`src/rtl/bcd_pkg.sv`:
```
// ============================================================================
//  Module      : bcd_pkg
//  Description : Shared definitions for the sequential binary-to-BCD
//                converter: FSM state encoding, nibble width, the
//                digit-adjust threshold and a helper that gives the minimum
//                decimal digit count for a given binary width.
//  Revision    : 1.0 - initial release
// ============================================================================
`default_nettype none

package bcd_pkg;

    // Width of one BCD digit.
    localparam int NIBBLE_W = 4;

    // A digit at or above this value would exceed 9 after doubling, so it
    // receives +3 before the shift.
    localparam logic [NIBBLE_W-1:0] ADJ_THRESH = 4'd5;

    // Converter FSM states.
    typedef enum logic [1:0] {
        ST_IDLE   = 2'd0,
        ST_SHIFT  = 2'd1,
        ST_FINISH = 2'd2
    } state_t;

    // ceil(bin_w * log10(2)), with log10(2) approximated as 0.30103.
    function automatic int min_digits(input int bin_w);
        return (bin_w * 30103 + 99999) / 100000;
    endfunction

endpackage

`default_nettype wire

```
`src/rtl/bcd_digit_adj.sv`:
```
// ============================================================================
//  Module      : bcd_digit_adj
//  Description : Combinational double-dabble digit correction. Adds 3 to a
//                BCD digit that is 5 or greater so that the following
//                left shift carries correctly into the next digit.
//  Ports       : i_digit  - scratch digit before correction
//                o_digit  - corrected digit
//  Revision    : 1.0 - initial release
// ============================================================================
`default_nettype none

module bcd_digit_adj
    import bcd_pkg::*;
(
    input  logic [NIBBLE_W-1:0] i_digit,
    output logic [NIBBLE_W-1:0] o_digit
);

    assign o_digit = (i_digit >= ADJ_THRESH) ? (i_digit + 4'd3) : i_digit;

endmodule

`default_nettype wire

```
`src/rtl/bin_to_bcd_seq.sv`:
```
// ============================================================================
//  Module      : bin_to_bcd_seq
//  Description : Sequential shift-and-add-3 (double dabble) binary-to-BCD
//                converter, one operand bit per clock. The result register
//                is updated only at the end of a conversion, so partial
//                scratch values are never visible on BCD.
//  Ports       : CLK    - clock, rising edge
//                RESET  - synchronous active-high reset
//                START  - conversion request (sampled only while idle)
//                BIN    - binary operand, sampled on an accepted START
//                BUSY   - high while a conversion is in progress
//                DONE   - one-cycle pulse when BCD is updated
//                BCD    - result, digit k in bits [4k+3:4k]
//                NEG    - sign of the last result (signed build only)
//  Options     : BIN_TO_BCD_SIGNED_EN - treat BIN as two's complement,
//                convert its magnitude and report the sign on NEG.
//  Revision    : 1.0 - initial release
// ============================================================================
`default_nettype none

module bin_to_bcd_seq
    import bcd_pkg::*;
#(
    parameter int BIN_W  = 16,
    parameter int DIGITS = 5
) (
    input  logic                       CLK,
    input  logic                       RESET,
    input  logic                       START,
    input  logic [BIN_W-1:0]           BIN,
    output logic                       BUSY,
    output logic                       DONE,
    output logic [NIBBLE_W*DIGITS-1:0] BCD
`ifdef BIN_TO_BCD_SIGNED_EN
    ,
    output logic                       NEG
`endif
);

    localparam int SCR_W = NIBBLE_W * DIGITS;
    localparam int CNT_W = $clog2(BIN_W + 1);

    // Refuse to build a converter whose result cannot hold the largest input.
    if (DIGITS < min_digits(BIN_W)) begin : g_digits_check
        $error("bin_to_bcd_seq: DIGITS too small for BIN_W");
    end

    state_t             r_state;
    logic [BIN_W-1:0]   r_op;
    logic [SCR_W-1:0]   r_scr;
    logic [CNT_W-1:0]   r_cnt;
    logic [SCR_W-1:0]   r_bcd;
    logic               r_done;

    logic [SCR_W-1:0]   w_adj;
    logic [BIN_W-1:0]   w_operand;
    logic               w_last;

    // Per-digit +3 correction applied to the scratch register each shift.
    for (genvar k = 0; k < DIGITS; k++) begin : g_digit
        bcd_digit_adj u_adj (
            .i_digit (r_scr[k*NIBBLE_W +: NIBBLE_W]),
            .o_digit (w_adj[k*NIBBLE_W +: NIBBLE_W])
        );
    end

`ifdef BIN_TO_BCD_SIGNED_EN
    logic r_sign;
    logic r_neg;

    // Magnitude of a two's complement operand; the most negative value
    // negates to itself, which read as unsigned is exactly 2^(BIN_W-1).
    assign w_operand = BIN[BIN_W-1] ? ((~BIN) + BIN_W'(1)) : BIN;

    always_ff @(posedge CLK) begin
        if (RESET) begin
            r_sign <= 1'b0;
            r_neg  <= 1'b0;
        end else begin
            if (r_state == ST_IDLE && START) begin
                r_sign <= BIN[BIN_W-1];
            end
            if (r_state == ST_FINISH) begin
                r_neg <= r_sign;
            end
        end
    end

    assign NEG = r_neg;
`else
    assign w_operand = BIN;
`endif

    assign w_last = (r_cnt == CNT_W'(BIN_W - 1));

    always_ff @(posedge CLK) begin
        if (RESET) begin
            r_state <= ST_IDLE;
            r_op    <= '0;
            r_scr   <= '0;
            r_cnt   <= '0;
            r_bcd   <= '0;
            r_done  <= 1'b0;
        end else begin
            r_done <= 1'b0;
            case (r_state)
                ST_IDLE: begin
                    if (START) begin
                        r_op    <= w_operand;
                        r_scr   <= '0;
                        r_cnt   <= '0;
                        r_state <= ST_SHIFT;
                    end
                end
                ST_SHIFT: begin
                    // Corrected digits and operand move left as one register.
                    {r_scr, r_op} <= {w_adj, r_op} << 1;
                    r_cnt         <= r_cnt + CNT_W'(1);
                    if (w_last) begin
                        r_state <= ST_FINISH;
                    end
                end
                ST_FINISH: begin
                    r_bcd   <= r_scr;
                    r_done  <= 1'b1;
                    r_state <= ST_IDLE;
                end
                default: begin
                    r_state <= ST_IDLE;
                end
            endcase
        end
    end

    assign BUSY = (r_state != ST_IDLE);
    assign DONE = r_done;
    assign BCD  = r_bcd;

endmodule

`default_nettype wire
```
`config.mk`:
```
export PLATFORM = sky130hd
export DESIGN_NAME = bin_to_bcd_seq
export DESIGN_NICKNAME = d
export VERILOG_FILES = /design/src/rtl/bcd_pkg.sv /design/src/rtl/bcd_digit_adj.sv /design/src/rtl/bin_to_bcd_seq.sv
export SDC_FILE = /design/constraint.sdc
export NUM_CORES = 1
export LEC_CHECK = 0
export ABC_CLOCK_PERIOD_IN_PS = 1300
export CAP_MARGIN = 10
export CORE_MARGIN = 3
export CORE_UTILIZATION = 49
export DETAILED_ROUTE_END_ITERATION = 16
export HOLD_SLACK_MARGIN = 0.08
export PLACE_DENSITY = 0.82
export RECOVER_POWER = 25
export SYNTH_ARGS = -nofsm -noshare
export SYNTH_HDL_FRONTEND = slang
export SYNTH_SLANG_ARGS = --single-unit
```
`constraint.sdc`:
```
create_clock -name CLK -period 1.3 [get_ports CLK]
set_input_delay 0.325 -clock CLK [delete_from_list [all_inputs] [get_ports CLK]]
set_output_delay 0.325 -clock CLK [all_outputs]
set_load 0.005 [all_outputs]
```
==> metrics.log, run 1 <==
[metrics] outcome: complete, but fails checks
[metrics] violations in the final reports: setup timing
[metrics] router iterations before antenna repair: 5
[metrics] Root Buffer Master: sky130_fd_sc_hd__clkbuf_8
[metrics] CTS sink cnt: 64
[metrics] worst-case clock buffer depth: 2
[metrics] Flop pwr share: 48.3%
[metrics] number of design-rule violations left by the first detailed-router iteration: 268
[metrics] unrepaired setup endpoints after global routing: true
[metrics] cell area after layout: 4070 µm²
[metrics] Avg Inst Size Synth: 8.18 µm²
[metrics] maximum number of pins on one net before global-route repair: 31
[metrics] number of nets with antenna violations after routing: 0
[metrics] CTS buffer count: 9
[metrics] Cell variety after synth: 33
[metrics] Ys Warns: 0
[metrics] count of mapped cells out of synthesis: 356
[metrics] cts-stage hold buffer count: 0
[metrics] power spent charging and discharging nets: 0.00105 W
[metrics] share of final-layout standard cells stronger than drive strength 1: 26.5%
[metrics] Net count, final: 457
[metrics] worst-case headroom to the max-slew limit: 72.9%
[metrics] vertical die dimension: 83.1 µm
[metrics] input/output buffers: 40
[metrics] launch point of the worst path: r_state[0]
[metrics] switching power as a share of total power: 24.6%
[metrics] CP arrival: 1060 ps
[metrics] worst-path cell chain: or2_4 -> buf_6
[metrics] post-synthesis instance area: 2910 µm²
[metrics] vias in the first global route: 2708
[metrics] final total negative setup slack: -200 ps
[metrics] per-cell routed wire length: 16.0 µm
[metrics] CP Class: reg2out
[metrics] clock tree from TritonCTS: built
[metrics] gr usage total: 21.6%
[metrics] residual DRC count: 0
[metrics] I/O pins: 41
[metrics] area of the die: 6900 µm²
[metrics] internal power summed over all cells: 0.00321 W
[metrics] slack of the critical path: -85.5 ps
[metrics] commonest cells after routing, fill and taps aside: sky130_fd_sc_hd__a21oi_1 (52), sky130_fd_sc_hd__dfxtp_1 (51), sky130_fd_sc_hd__nand2_1 (45), sky130_fd_sc_hd__buf_4 (37), sky130_fd_sc_hd__nor2_1 (31)
[metrics] initial core utilization: 51.6%
[metrics] final cycle utilization of the critical path: 107%
[metrics] category of the worst setup path capture point: primary output
[metrics] mean number of vias per cell: 5.70
[metrics] cell count after placement: 480
[metrics] area of the placeable core: 5640 µm²
[metrics] worst vdd rail ir drop: 868 µV
[metrics] clock transition at the register clock pins on the worst setup and hold paths after CTS: 70 ps
[metrics] wire length of the first global-routing pass: 12200 µm
[metrics] Die X: 83.1 µm
[metrics] critical path data required time: 980 ps
[metrics] Finish-stage setup viols: 10
[metrics] number of maximum-capacitance violations: 0
[metrics] minimum period implied by the final worst setup slack: 1390 ps
[metrics] estimated wirelength of the detail-placed design: 4720 µm
[metrics] vias after detailed routing: 2867
[metrics] Leak: 1.65 nW
[metrics] total number of placement rows: 27
[metrics] Pwr Density: 1050 nW/µm²
[metrics] clock group share of total power: 41.2%
[metrics] combinational share of power: 10.4%
[metrics] post-route clock skew: 6.36 ps
[metrics] most common cell after layout, fill and taps aside: sky130_fd_sc_hd__a21oi_1
[metrics] critical path launch point type: register
[metrics] startpoint of the tightest hold check path: RESET
[metrics] highest net fanout along the worst path: 4
[metrics] slowest cell on the critical path: sky130_fd_sc_hd__dfxtp_2
[metrics] sequential-to-total area share from yosys stat: 44.0%
[metrics] routed wire length: 8060 µm
[metrics] worst flop-to-flop path startpoint: r_scr[17]
[metrics] count of H-tree levels built during CTS: 3
[metrics] number of non-filler instances in the completed layout: 503
[metrics] fmax: 722 MHz
[metrics] global placer's final weighted congestion: 0.854
[metrics] Cell Area, Placed: 3570 µm²
[metrics] actual transition at the worst max-transition pin: 405 ps
[metrics] Synth-to-Final Area Change: 39.8%
[metrics] Hold Crit Class: in2reg
[metrics] Antenna Diode Count: 0
[metrics] grt total ovfl: 0
[metrics] clock insertion delay at the later pin of the skew report: 340 ps
[metrics] Slew Limit Fails: 0
[metrics] final-report hold violation count: 0
[metrics] number of flip-flops and latches in the synthesized netlist: 64
[metrics] syn_nets: 387
[metrics] number of antenna violations at the first check in global routing: 0
[metrics] biggest cell delay along the critical path: 350 ps
==> timing repair <==
action	CTS	global route
hold endpoints to repair	0	0
pin swaps	11	15
resized for setup	63	41
buffers inserted	4	2
cloned	1	0
setup endpoints to repair	46	32
==> per-layer routing <==
layer | routed length [µm] | part of all wire [%] | GRT usage [%] | vias to the layer above
li1 | - | - | - | 1362
met3 | 396 | 4.9 | 4.17 | 29
met1 | 3340 | 41 | 26.1 | 1356
met2 | 4020 | 50 | 36.2 | 120
met5 | 0 | 0 | 0 | -
met4 | 305 | 3.8 | 11.6 | 0
==> final cells by class <==
| class | count | area (µm²) |
|---|---|---|
| clock buffers | 13 | 159 |
| clock inverters | 3 | 40.0 |
| fillers | 386 | 1570 |
| inverters | 23 | 93.8 |
| multi-input cells | 246 | 1690 |
| flip-flops and latches | 64 | 1300 |
| well taps | 72 | 90.1 |
| repair buffers | 82 | 701 |
==> path summary, 6_finish.rpt <==
path	end	slack, ps	depth (start not counted)
worst max-delay path	BUSY	-90	2
worst min-delay path	BCD[5]	420	3
worst max register to register	r_scr[18]	-40	6
worst min register to register	BCD[7]	450	2
==> cells in the mapped netlist <==
| cell type | number | share of area [%] |
|---|---|---|
| sky130_fd_sc_hd__dfxtp_1 | 64 | 44 |
| sky130_fd_sc_hd__a21oi_1 | 57 | 9.8 |
| sky130_fd_sc_hd__nand2_1 | 45 | 5.8 |
| sky130_fd_sc_hd__nor2_1 | 33 | 4.3 |
| sky130_fd_sc_hd__inv_1 | 22 | 2.8 |
| sky130_fd_sc_hd__buf_2 | 16 | 2.8 |
| sky130_fd_sc_hd__a22o_1 | 14 | 4.2 |
| sky130_fd_sc_hd__o21ai_1 | 13 | 2.2 |
| sky130_fd_sc_hd__ha_1 | 12 | 5.2 |
| sky130_fd_sc_hd__clkbuf_1 | 7 | 0.90 |
| sky130_fd_sc_hd__nand2b_1 | 7 | 1.5 |
| sky130_fd_sc_hd__nand3_1 | 7 | 1.2 |
| sky130_fd_sc_hd__o22ai_1 | 7 | 1.5 |
| sky130_fd_sc_hd__nor3_1 | 6 | 1.0 |
| sky130_fd_sc_hd__a22oi_1 | 5 | 1.3 |
| sky130_fd_sc_hd__mux2i_1 | 5 | 1.7 |
| sky130_fd_sc_hd__o21ai_0 | 5 | 0.86 |
| sky130_fd_sc_hd__xnor2_1 | 5 | 1.5 |
| sky130_fd_sc_hd__nor2b_1 | 4 | 0.86 |
| sky130_fd_sc_hd__o221a_1 | 4 | 1.5 |
| sky130_fd_sc_hd__xor2_1 | 4 | 1.2 |
| sky130_fd_sc_hd__a2111oi_1 | 3 | 1.0 |
| sky130_fd_sc_hd__a31oi_1 | 1 | 0.22 |
| sky130_fd_sc_hd__and2_1 | 1 | 0.22 |
| sky130_fd_sc_hd__and2b_1 | 1 | 0.26 |
| sky130_fd_sc_hd__and3_1 | 1 | 0.22 |
| sky130_fd_sc_hd__buf_4 | 1 | 0.26 |
| sky130_fd_sc_hd__inv_2 | 1 | 0.13 |
| sky130_fd_sc_hd__nand3b_1 | 1 | 0.26 |
| sky130_fd_sc_hd__nor3b_2 | 1 | 0.43 |
| sky130_fd_sc_hd__o21bai_2 | 1 | 0.39 |
| sky130_fd_sc_hd__or2_1 | 1 | 0.22 |
| sky130_fd_sc_hd__or3_1 | 1 | 0.22 |
==> flip-flops by register name (all words and copies together), names as in the netlist <==
name	count
BCD	20
DONE	1
r_cnt	5
r_op	16
r_scr	20
r_state	2
==> worst max-delay path: cells and delay by family, from the launching register on <==
kind,cells,cell delay [ps]
buf+inv,1,120
flops,1,350
simple gates,1,260
==> through the flow <==
step | worst slack [ps] | hold WS (ps) | power [W] | utilization [%]
after detailed placement | -408 | 446 | 0.00246 | 63.3
after global routing | -116 | 419 | 0.00441 | 72.2
after global placement | -364 | 443 | 0.00245 | 63.3
after floorplan | -0.280 | 440 | 0.00231 | -
after CTS | -102 | 398 | 0.00419 | 68.9
final | -85.5 | 417 | 0.00426 | 72.2
==> power by group through the flow <==
stage | Sequential, W | Clock [W] | Combinational, W
floorplan | 0.00209 | 0 | 0.000220
global placement | 0.00210 | 0 | 0.000356
detailed placement | 0.00210 | 0 | 0.000366
CTS | 0.00205 | 0.00174 | 0.000395
global route | 0.00206 | 0.00186 | 0.000484
finish | 0.00206 | 0.00176 | 0.000443
==> kinds of logic after synthesis <==
group / share of synthesized area, %
compound gates: 23.1
fa+ha+maj: 5.16
xor+xnor: 2.71
mux: 1.72
flops: 44.0
simple gates: 16.5
buf+inv: 6.88
Power figures use the tool's default switching activity.
==> run 2: changes to the inputs <==
ABC_CLOCK_PERIOD_IN_PS = default   (was 1300)
==> results of run 2 <==
No change in the layout: final DEF, timing and power equal those of run 1.
==> run 3: changes to the inputs <==
MAX_ROUTING_LAYER = met4   (was default)
==> run 3 against run 2 <==
Net effect:
- the run still ends with setup timing left
- maximum frequency grew 0.43%
- via count shrank 1.3%
- worst setup slack gained 6.0 ps
- global-route usage grew 0.68 points
- total power grew 0.17%
- first-iteration DRC count shrank 9.7%
- worst hold slack gained 2.6 ps
- critical path type unchanged
- highest routed layer unchanged
==> metrics.log, run 3 (same netlist as run 1, synthesis figures left out) <==
[metrics] outcome: complete, but fails checks
[metrics] violations in the final reports: setup timing
[metrics] minimum period implied by the final worst setup slack: 1380 ps (-5.96 ps)
[metrics] share of final-layout standard cells stronger than drive strength 1: 26.6% (+0.17 points)
[metrics] cell area after layout: 4080 µm² (+0.28%)
[metrics] post-route clock skew: 5.71 ps (-0.647 ps)
[metrics] maximum number of pins on one net before global-route repair: 31 (unchanged)
[metrics] unrepaired setup endpoints after global routing: true
[metrics] count of H-tree levels built during CTS: 3 (unchanged)
[metrics] fmax: 725 MHz (+0.43%)
[metrics] highest net fanout along the worst path: 6 (+2)
[metrics] capturing point of the worst reg2reg path: r_scr[18]
[metrics] tightest hold margin: 420 ps (+2.63 ps)
[metrics] estimated wirelength of the detail-placed design: 4720 µm (unchanged)
[metrics] total number of placement rows: 27 (unchanged)
[metrics] actual transition at the worst max-transition pin: 424 ps (+19.4 ps)
[metrics] startpoint of the tightest hold check path: RESET
[metrics] Hold Crit Class: in2reg
[metrics] vias after detailed routing: 2829 (-1.3%)
[metrics] wire length of the first global-routing pass: 12200 µm (+0.17%)
[metrics] worst-case headroom to the max-slew limit: 71.6% (-1.3 points)
[metrics] cell count after placement: 480 (unchanged)
[metrics] Antenna Diode Count: 0 (unchanged)
[metrics] clock insertion delay at the later pin of the skew report: 330 ps (about the same)
[metrics] number of antenna violations at the first check in global routing: 0 (unchanged)
[metrics] worst-case register-to-register setup slack: -50 ps (about the same)
[metrics] worst hold stages: 3 (unchanged)
[metrics] Root Buffer Master: sky130_fd_sc_hd__clkbuf_8
[metrics] most common cell after layout, fill and taps aside: sky130_fd_sc_hd__a21oi_1
[metrics] area of the die: 6900 µm² (unchanged)
[metrics] CTS sink cnt: 64 (unchanged)
[metrics] router iterations before antenna repair: 5 (unchanged)
[metrics] Cell Area, Placed: 3570 µm² (unchanged)
[metrics] worst flop-to-flop path startpoint: r_state[1]
[metrics] grt total ovfl: 0 (unchanged)
[metrics] CP arrival: 1050 ps (about the same)
[metrics] Finish-stage setup viols: 11 (+1)
[metrics] gr usage total: 22.3% (+0.68 points)
[metrics] area of the placeable core: 5640 µm² (unchanged)
[metrics] Global Route met3 Usage: 4.17% (unchanged)
[metrics] input/output buffers: 40 (unchanged)
[metrics] CP Class: reg2out
[metrics] category of the worst setup path capture point: primary output
[metrics] number of nets with antenna violations after routing: 0 (unchanged)
[metrics] Net count, final: 458 (+0.22%)
[metrics] final total negative setup slack: -355 ps (-155 ps)
[metrics] worst hold path endpoint: BCD[7]
[metrics] number of maximum-capacitance violations: 0 (unchanged)
[metrics] CTS buffer count: 9 (unchanged)
[metrics] final cycle utilization of the critical path: 106% (-0.46 points)
[metrics] grt peak-use layer: met2
[metrics] worst vdd rail ir drop: 870 µV (+0.25%)
[metrics] clock transition at the register clock pins on the worst setup and hold paths after CTS: 70 ps (about the same)
[metrics] residual DRC count: 0 (unchanged)
[metrics] critical path launch point type: register
[metrics] mean number of vias per cell: 5.61 (-1.5%)
[metrics] vertical die dimension: 83.1 µm (unchanged)
[metrics] slack of the critical path: -79.6 ps (+5.96 ps)
[metrics] Slew Limit Fails: 0 (unchanged)
[metrics] initial core utilization: 51.6% (unchanged)
[metrics] number of design-rule violations left by the first detailed-router iteration: 242 (-9.7%)
[metrics] global placer's final weighted congestion: 0.868 (+1.6%)
[metrics] cts-stage hold buffer count: 0 (unchanged)
[metrics] critical path data required time: 980 ps (about the same)
[metrics] Die X: 83.1 µm (unchanged)
[metrics] Pwr Density: 1040 nW/µm² (-0.11%)
[metrics] Leak: 1.66 nW (+0.22%)
[metrics] per-cell routed wire length: 16.4 µm (+2.1%)
[metrics] number of non-filler instances in the completed layout: 504 (+0.20%)
[metrics] vias in the first global route: 2704 (-0.15%)
[metrics] Synth-to-Final Area Change: 40.2%
[metrics] met1 GRT Util: 26.3% (+0.19 points)
[metrics] depth of the worst register-to-register path: 4 (-2)
[metrics] I/O pins: 41 (unchanged)
[metrics] met2 usage in global routing: 36.2% (unchanged)
[metrics] commonest cells after routing, fill and taps aside: sky130_fd_sc_hd__a21oi_1 (52), sky130_fd_sc_hd__dfxtp_1 (51), sky130_fd_sc_hd__nand2_1 (45), sky130_fd_sc_hd__buf_4 (37), sky130_fd_sc_hd__nor2_1 (31)
[metrics] final-report hold violation count: 0 (unchanged)
[metrics] worst-case clock buffer depth: 2 (unchanged)
[metrics] clock tree from TritonCTS: built
[metrics] routed wire length: 8250 µm (+2.3%)
==> run 3: through the flow <==
step                total power (W)  util, %  setup WS, ps
global placement            0.00245     63.3          -364
floorplan                   0.00231        -        -0.280
global route                0.00441     72.4          -115
CTS                         0.00419     68.9          -102
detailed placement          0.00246     63.3          -408
finish                      0.00427     72.4         -79.6
==> run 3: worst max-delay path by stage <==
stage | to | slack, ps | startpoint
floorplan | r_scr[10] | -0.3 | r_scr[9]
global placement | r_scr[9] | -360 | START
detailed placement | r_scr[5] | -410 | START
CTS | BUSY | -100 | r_state[1]
global route | BUSY | -120 | r_state[1]
finish | BUSY | -80 | r_state[1]
==> run 3: per-layer routing <==
metal | wire length, µm | part of all wire [%]
met1 | 3430 | 42
met2 | 4050 | 49
met3 | 441 | 5.3
met4 | 323 | 3.9
met5 | 0 | 0
==> run 3: cell type report <==
cell class	count	area (µm²)
Timing Repair Buffer	83	712
Sequential cell	64	1300
Fill cell	389	1560
Clock buffer	13	159
Clock inverter	3	40.0
Tap cell	72	90.1
Multi-Input combinational cell	246	1690
Inverter	23	93.8
==> run 3: critical path: stages (launching register included) <==
cell	delay, ps
sky130_fd_sc_hd__dfxtp_4	370
sky130_fd_sc_hd__or2_4	230
sky130_fd_sc_hd__buf_6	120
==> run 3: power by group <==
part           internal [W]  switching (W)  total [W]
Sequential          0.00201      0.0000443    0.00206
Combinational      0.000209       0.000235   0.000444
Clock              0.000987       0.000776    0.00176
Total               0.00321        0.00105    0.00427
==> run 3: repair_timing <==
item                                   CTS  global route
pin swaps                               11            15
cloned                                   1             1
buffers inserted                         4             2
resized for setup                       63            41
setup endpoints to repair               46            33
endpoints found under the hold margin    0             0
